`src/rtl/mc_ctrl_fsm.sv`:
```
// mc_ctrl_fsm -- multi-cycle control unit for the lab CPU (MIPS subset).
//
// Sequences fetch / decode / execute / memory / writeback. It waits on a
// variable-latency memory handshake, traps illegal opcodes and counts
// retired instructions.
//
// Optional feature macro: MEM_TIMEOUT_EN
//   Defined   : a wait counter bounds how long IF, MEM_RD and MEM_WR wait on
//               mem_ready. TIMEOUT_CYCLES consecutive low cycles send the
//               FSM to TRAP.
//   Undefined : memory waits are unbounded and no counter exists.
//
// Parameters:
//   CNT_W           width of the retired-instruction counter
//   TIMEOUT_CYCLES  max mem_ready wait cycles (only with MEM_TIMEOUT_EN)
//
// Ports:
//   clk, rst        rising-edge clock, asynchronous active-high reset
//   opcode, funct   IR[31:26], IR[5:0] (IR holds them after fetch)
//   res_zero        ALU zero flag for the current-cycle ALU result
//   mem_ready       memory completes the access this cycle
//   current_state   state encoding, exported for visibility
//   pc_write, pc_src, iord, mem_read, mem_write, ir_write, reg_write,
//   reg_dst, mem_to_reg, alu_src_a, alu_src_b, alu_op : datapath controls
//   instr_done      one-cycle pulse, the cycle after a retiring state
//   illegal         sticky trap flag
//   instr_cnt       retired-instruction count, wraps modulo 2^CNT_W
module mc_ctrl_fsm #(
  parameter int CNT_W          = 32,
  parameter int TIMEOUT_CYCLES = 16
) (
  input  logic             clk,
  input  logic             rst,
  input  logic [5:0]       opcode,
  input  logic [5:0]       funct,
  input  logic             res_zero,
  input  logic             mem_ready,
  output logic [4:0]       current_state,
  output logic             pc_write,
  output logic [1:0]       pc_src,
  output logic             iord,
  output logic             mem_read,
  output logic             mem_write,
  output logic             ir_write,
  output logic             reg_write,
  output logic             reg_dst,
  output logic             mem_to_reg,
  output logic             alu_src_a,
  output logic [1:0]       alu_src_b,
  output logic [3:0]       alu_op,
  output logic             instr_done,
  output logic             illegal,
  output logic [CNT_W-1:0] instr_cnt
);

  typedef enum logic [4:0] {
    S_INIT    = 5'd0,
    S_IF      = 5'd1,
    S_ID      = 5'd2,
    S_EX_R    = 5'd3,
    S_EX_I    = 5'd4,
    S_EX_ADDR = 5'd5,
    S_EX_BR   = 5'd6,
    S_EX_J    = 5'd7,
    S_MEM_RD  = 5'd8,
    S_MEM_WR  = 5'd9,
    S_WB_R    = 5'd10,
    S_WB_I    = 5'd11,
    S_WB_LD   = 5'd12,
    S_HALT    = 5'd13,
    S_TRAP    = 5'd14
  } state_t;

  localparam logic [5:0] OP_RTYPE = 6'h00;
  localparam logic [5:0] OP_J     = 6'h02;
  localparam logic [5:0] OP_BEQ   = 6'h04;
  localparam logic [5:0] OP_BNE   = 6'h05;
  localparam logic [5:0] OP_ADDI  = 6'h08;
  localparam logic [5:0] OP_ANDI  = 6'h0C;
  localparam logic [5:0] OP_ORI   = 6'h0D;
  localparam logic [5:0] OP_LW    = 6'h23;
  localparam logic [5:0] OP_SW    = 6'h2B;
  localparam logic [5:0] OP_HALT  = 6'h3F;

  localparam logic [3:0] ALU_ADD = 4'd0;
  localparam logic [3:0] ALU_SUB = 4'd1;
  localparam logic [3:0] ALU_AND = 4'd2;
  localparam logic [3:0] ALU_OR  = 4'd3;
  localparam logic [3:0] ALU_SLT = 4'd4;

  state_t state;
  state_t next_state;
  logic   retire;
  logic   wait_expired;

  // Supported R-type funct codes; anything else traps in ID.
  function automatic logic funct_ok(input logic [5:0] f);
    case (f)
      6'h20, 6'h22, 6'h24, 6'h25, 6'h2A: funct_ok = 1'b1;
      default:                           funct_ok = 1'b0;
    endcase
  endfunction

  function automatic logic [3:0] funct_alu_op(input logic [5:0] f);
    case (f)
      6'h22:   funct_alu_op = ALU_SUB;
      6'h24:   funct_alu_op = ALU_AND;
      6'h25:   funct_alu_op = ALU_OR;
      6'h2A:   funct_alu_op = ALU_SLT;
      default: funct_alu_op = ALU_ADD;
    endcase
  endfunction

  function automatic logic [3:0] imm_alu_op(input logic [5:0] op);
    case (op)
      OP_ANDI: imm_alu_op = ALU_AND;
      OP_ORI:  imm_alu_op = ALU_OR;
      default: imm_alu_op = ALU_ADD;
    endcase
  endfunction

  assign current_state = state;

  // State register
  always_ff @(posedge clk or posedge rst) begin
    if (rst) state <= S_INIT;
    else     state <= next_state;
  end

  // Retirement and trap bookkeeping: the pulse and the count move at the
  // same edge, so instr_done is seen in the cycle after the retiring state.
  always_ff @(posedge clk or posedge rst) begin
    if (rst) begin
      instr_done <= 1'b0;
      instr_cnt  <= '0;
      illegal    <= 1'b0;
    end else begin
      instr_done <= retire;
      if (retire)               instr_cnt <= instr_cnt + CNT_W'(1);
      if (next_state == S_TRAP) illegal   <= 1'b1;
    end
  end

`ifdef MEM_TIMEOUT_EN
  localparam int WAIT_W = $clog2(TIMEOUT_CYCLES + 1);
  localparam logic [WAIT_W-1:0] WAIT_LAST = WAIT_W'(TIMEOUT_CYCLES - 1);

  logic [WAIT_W-1:0] wait_cnt;
  logic              wait_state;

  assign wait_state   = (state == S_IF) || (state == S_MEM_RD) || (state == S_MEM_WR);
  // Last permitted low cycle: the next edge leaves for TRAP instead.
  assign wait_expired = wait_state && !mem_ready && (wait_cnt == WAIT_LAST);

  always_ff @(posedge clk or posedge rst) begin
    if (rst)                          wait_cnt <= '0;
    else if (next_state != state)     wait_cnt <= '0;
    else if (wait_state && !mem_ready) wait_cnt <= wait_cnt + WAIT_W'(1);
  end
`else
  assign wait_expired = 1'b0;
`endif

  // Next-state and output decode
  always_comb begin
    next_state = state;
    retire     = 1'b0;
    pc_write   = 1'b0;
    pc_src     = 2'd0;
    iord       = 1'b0;
    mem_read   = 1'b0;
    mem_write  = 1'b0;
    ir_write   = 1'b0;
    reg_write  = 1'b0;
    reg_dst    = 1'b0;
    mem_to_reg = 1'b0;
    alu_src_a  = 1'b0;
    alu_src_b  = 2'd0;
    alu_op     = ALU_ADD;

    case (state)
      S_INIT: next_state = S_IF;

      S_IF: begin
        iord      = 1'b0;
        mem_read  = 1'b1;
        alu_src_a = 1'b0;
        alu_src_b = 2'd1;
        alu_op    = ALU_ADD;
        if (mem_ready) begin
          ir_write   = 1'b1;
          pc_write   = 1'b1;
          pc_src     = 2'd0;
          next_state = S_ID;
        end else if (wait_expired) begin
          next_state = S_TRAP;
        end
      end

      S_ID: begin
        // Branch target is precomputed here into ALUOut.
        alu_src_a = 1'b0;
        alu_src_b = 2'd3;
        alu_op    = ALU_ADD;
        case (opcode)
          OP_RTYPE:                next_state = funct_ok(funct) ? S_EX_R : S_TRAP;
          OP_ADDI, OP_ANDI, OP_ORI: next_state = S_EX_I;
          OP_LW, OP_SW:            next_state = S_EX_ADDR;
          OP_BEQ, OP_BNE:          next_state = S_EX_BR;
          OP_J:                    next_state = S_EX_J;
          OP_HALT:                 next_state = S_HALT;
          default:                 next_state = S_TRAP;
        endcase
      end

      S_EX_R: begin
        alu_src_a  = 1'b1;
        alu_src_b  = 2'd0;
        alu_op     = funct_alu_op(funct);
        next_state = S_WB_R;
      end

      S_EX_I: begin
        alu_src_a  = 1'b1;
        alu_src_b  = 2'd2;
        alu_op     = imm_alu_op(opcode);
        next_state = S_WB_I;
      end

      S_EX_ADDR: begin
        alu_src_a  = 1'b1;
        alu_src_b  = 2'd2;
        alu_op     = ALU_ADD;
        next_state = (opcode == OP_SW) ? S_MEM_WR : S_MEM_RD;
      end

      S_EX_BR: begin
        alu_src_a  = 1'b1;
        alu_src_b  = 2'd0;
        alu_op     = ALU_SUB;
        pc_src     = 2'd1;
        pc_write   = ((opcode == OP_BEQ) && res_zero) ||
                     ((opcode == OP_BNE) && !res_zero);
        retire     = 1'b1;
        next_state = S_IF;
      end

      S_EX_J: begin
        pc_write   = 1'b1;
        pc_src     = 2'd2;
        retire     = 1'b1;
        next_state = S_IF;
      end

      S_MEM_RD: begin
        iord     = 1'b1;
        mem_read = 1'b1;
        if (mem_ready)         next_state = S_WB_LD;
        else if (wait_expired) next_state = S_TRAP;
      end

      S_MEM_WR: begin
        iord      = 1'b1;
        mem_write = 1'b1;
        if (mem_ready) begin
          retire     = 1'b1;
          next_state = S_IF;
        end else if (wait_expired) begin
          next_state = S_TRAP;
        end
      end

      S_WB_R: begin
        reg_write  = 1'b1;
        reg_dst    = 1'b1;
        mem_to_reg = 1'b0;
        retire     = 1'b1;
        next_state = S_IF;
      end

      S_WB_I: begin
        reg_write  = 1'b1;
        reg_dst    = 1'b0;
        mem_to_reg = 1'b0;
        retire     = 1'b1;
        next_state = S_IF;
      end

      S_WB_LD: begin
        reg_write  = 1'b1;
        reg_dst    = 1'b0;
        mem_to_reg = 1'b1;
        retire     = 1'b1;
        next_state = S_IF;
      end

      S_HALT:  next_state = S_HALT;
      S_TRAP:  next_state = S_TRAP;
      default: next_state = S_INIT;
    endcase
  end

endmodule

```
`config.mk`:
```
export PLATFORM = sky130hd
export DESIGN_NAME = mc_ctrl_fsm
export DESIGN_NICKNAME = d
export VERILOG_FILES = /design/src/rtl/mc_ctrl_fsm.sv
export SDC_FILE = /design/constraint.sdc
export NUM_CORES = 1
export LEC_CHECK = 0
export BUFFER_PORTS_ARGS = -buffer_cell sky130_fd_sc_hd__clkbuf_2
export CAP_MARGIN = 20
export CORE_ASPECT_RATIO = 0.9
export CORE_MARGIN = 1
export CORE_UTILIZATION = 50
export DETAILED_ROUTE_END_ITERATION = 6
export PLACE_DENSITY_LB_ADDON = 0.15
export SETUP_SLACK_MARGIN = 0.2
export SLEW_MARGIN = 20
export SYNTH_ARGS = -nofsm -noshare
export SYNTH_HDL_FRONTEND = slang
export SYNTH_SLANG_ARGS = --single-unit
```
`constraint.sdc`:
```
create_clock -name clk -period 5.37 [get_ports clk]
set_input_delay 1.074 -clock clk [delete_from_list [all_inputs] [get_ports clk]]
set_output_delay 1.074 -clock clk [all_outputs]
set_load 0.01 [all_outputs]
```
==> results_dict.tcl <==
set metrics [dict create \
    relSlewSlack_pct 52.29 \
    final_nets 322 \
    pin_count 72 \
    seqPwrFrac_pct 48.9 \
    hp-class "flip-flop to flip-flop" \
    antenna_found_initial 0 \
    ant_nets 0 \
    crit_arrival_ps 2330 \
    dieArea_um2 4893 \
    drv_cap 0 \
    slew_viol_final 0 \
    required_ps 4300 \
    finalPower_uw 833.5 \
    power_density_nw_per_um2 301.8 \
    final_common_cell "clkbuf_2" \
    synth.cell_area_um2 2308 \
    final_util_pct 62.31 \
    skew_ps 5.257 \
    netlist.area_leader.share_pct 42.28 \
    yosys.area_share.simple_pct 26.72 \
    whs_path_depth 1 \
    power.leakage_nw 1.276 \
    clkSinkCount 39 \
    numCtsBuffers 5 \
    cts_buffer_depth 2 \
    path_max_fanout 4 \
    finalSetupViolCount 0 \
    reg2reg_depth 5 \
    min_period_ps 3403 \
    grt_pass1_vias 1666 \
    pwr-share-comb_pct 29.0 \
    syn_avg_cell_area_um2 9.699 \
    placed_area_um2 2680 \
    synth-async-reset-ratio_pct 100.0 \
    setup_ws_ps 1967 \
    muxShareOfSynthArea_pct 0.9214 \
    drive_above_1_share_pct 29.74 \
    synth_top_family_by_area "simple AND/OR/NAND/NOR gates" \
    fmax_ghz 0.2939 \
    drt-initial-drc-count 129 \
    start_kind "input port" \
    diodes 0 \
    totalWireLength_um 4890 \
    place.gp.congestion 0.7518 \
    track_usage_pct 21.41 \
    finalHoldViolCount 0 \
    finalSetupTns_ps 0 \
    viasPerCell 5.356 \
    post_cts_resized 0 \
    wl_per_cell_um 13.29 \
    timing.final.crit_share_pct 63.37 \
    post_cts_buffers 0 \
    synth_compound_area_share_pct 12.03 \
    status "complete, but fails checks" \
    area_delta_synth_final_pct 19.62 \
    crit_type "input port to output pin" \
    dp_hpwl_um 3557 \
    whs_ps 472.1 \
    synth_top_area_cell "dfrtp_1" \
    endpoint_kind "output pin" \
    ys_ff_latch 39 \
    grt_max_degree 40 \
    synth_fa_ha_area_share_pct 0.5420 \
    worstMarginPinSlew_ps 715.7 \
    multi_input_area_um2 1250 \
    rsz0062_at_grt "false" \
    internal_power_uw 524.5 \
    cts_hold_buf 0 \
    seq_area_um2 975.9 \
    dp_cells 360 \
    port-buffer-count 70 \
    switchingPower_uw 309.0 \
    synthTopCellsByArea "dfrtp_1 (42%), xnor2_1 (11%), nand2_1 (3.6%)" \
    netlist_instances 238 \
    nFillCells 423 \
    violations "design-rule violations" \
    core_area_um2 4432 \
    drc 2 \
    ys_seq_area_share_pct 42.28 \
    stdcell_count 368 \
    post-route-cell-area_um2 2761 \
    die_w_um 73.63 \
    switching_share_pct 37.07 \
    synth_xor_area_share_pct 13.60 \
    ys.flop_type "dfrtp_1" \
    start_util_pct 52.09 \
    final_cell_mix "clkbuf_2 (70), dfrtp_1 (39), xnor2_1 (29)" \
    row_count 23 \
    chipHeight_um 66.46 \
    synth_edf_count 0 \
    drtPass1Iterations 6 \
    synthDistinctLibCells 56 \
    worstSkewPairLatency_ps 280 \
    htreeDepth 2 \
    place_ws_ps 1995 \
    cts_tree "built" \
    clk_pin_slew_ps 60 \
    vias 1971 \
    root_buffer "clkbuf_8" \
    grt-ovfl-total 0 \
    pwr-share-clk_pct 22.1 \
    synth_warnings 0 \
    grt_pass1_wl_um 7914 \
    max-vdd-ir-drop_mv 0.2174 \
]
[worst paths after layout]
kind	slack (ps)	from	end
min in group asynchronous	870	rst	instr_cnt[17]$_DFFE_PP0P_
worst max register to register	2950	current_state[2]$_DFF_PP0_	instr_cnt[28]$_DFFE_PP0P_
worst max-delay path	1970	opcode[1]	alu_op[0]
worst min register to register	470	illegal$_DFFE_PP0N_	illegal$_DFFE_PP0N_
worst min-delay path	470	illegal$_DFFE_PP0N_	illegal$_DFFE_PP0N_
max in group asynchronous	4150	rst	current_state[3]$_DFF_PP0_
[power groups by stage]
stage	clock (mW)	combinational, mW	sequential [mW]
2_1_floorplan	0	0.218	0.365
3_3_place_gp	0	0.239	0.412
3_5_place_dp	0	0.241	0.412
4_1_cts	0.191	0.243	0.406
5_1_grt	0.203	0.269	0.418
6_report	0.184	0.242	0.408
[sequential cells by signal, indices dropped and copies added (netlist names)]
name	flops
instr_cnt	32
illegal	1
current_state	5
instr_done	1
[area by class of cell]
| cell class | instances | area share [%] |
|---|---|---|
| multi-input cells | 183 | 45.27 |
| flip-flops and latches | 39 | 35.34 |
| repair buffers | 71 | 12.96 |
| well taps | 62 | 2.809 |
| clock buffers | 7 | 2.764 |
| inverters | 5 | 0.6797 |
| clock inverters | 1 | 0.1812 |
[worst max-delay path, stage by stage]
cell and delay (ps):
clkbuf_2 100, or3_1 430, nor4_1 410, a211o_1 190
clkbuf_2 120
[synthesized netlist by cell type, types with 6 or more instances]
| cell | count |
|---|---|
| nand3_1 | 16 |
| a21oi_1 | 8 |
| xnor2_1 | 29 |
| dfrtp_1 | 39 |
| nand4_1 | 12 |
| nand2b_1 | 7 |
| nor2_1 | 15 |
| and3_1 | 6 |
| clkbuf_1 | 7 |
| nor3_1 | 6 |
| nand2_1 | 22 |
[kinds of logic (layout without fill, tap and decap cells)]
kind of cell | after synthesis | count (layout)
AO/OA/AOI/OAI | 34 | 34
buffers and inverters | 17 | 84
adder cells (fa/ha/maj) | 1 | 1
flip-flops | 39 | 39
AND/OR/NAND/NOR | 109 | 109
XOR/XNOR | 35 | 35
multiplexers | 2 | 2
other | 1 | 2
[routing by layer]
layer  routed length [um]  part of all wire (%)  GRT usage [%]  up-vias
li1                     -                     -              -      985
met1                 2569                    53          34.56      932
met2                 2071                    42          28.21       49
met3                  211                   4.3          4.841        5
met4                   38                  0.78          5.048        0
met5                    0                     0              0        -
(Power assumes the default switching activity.)
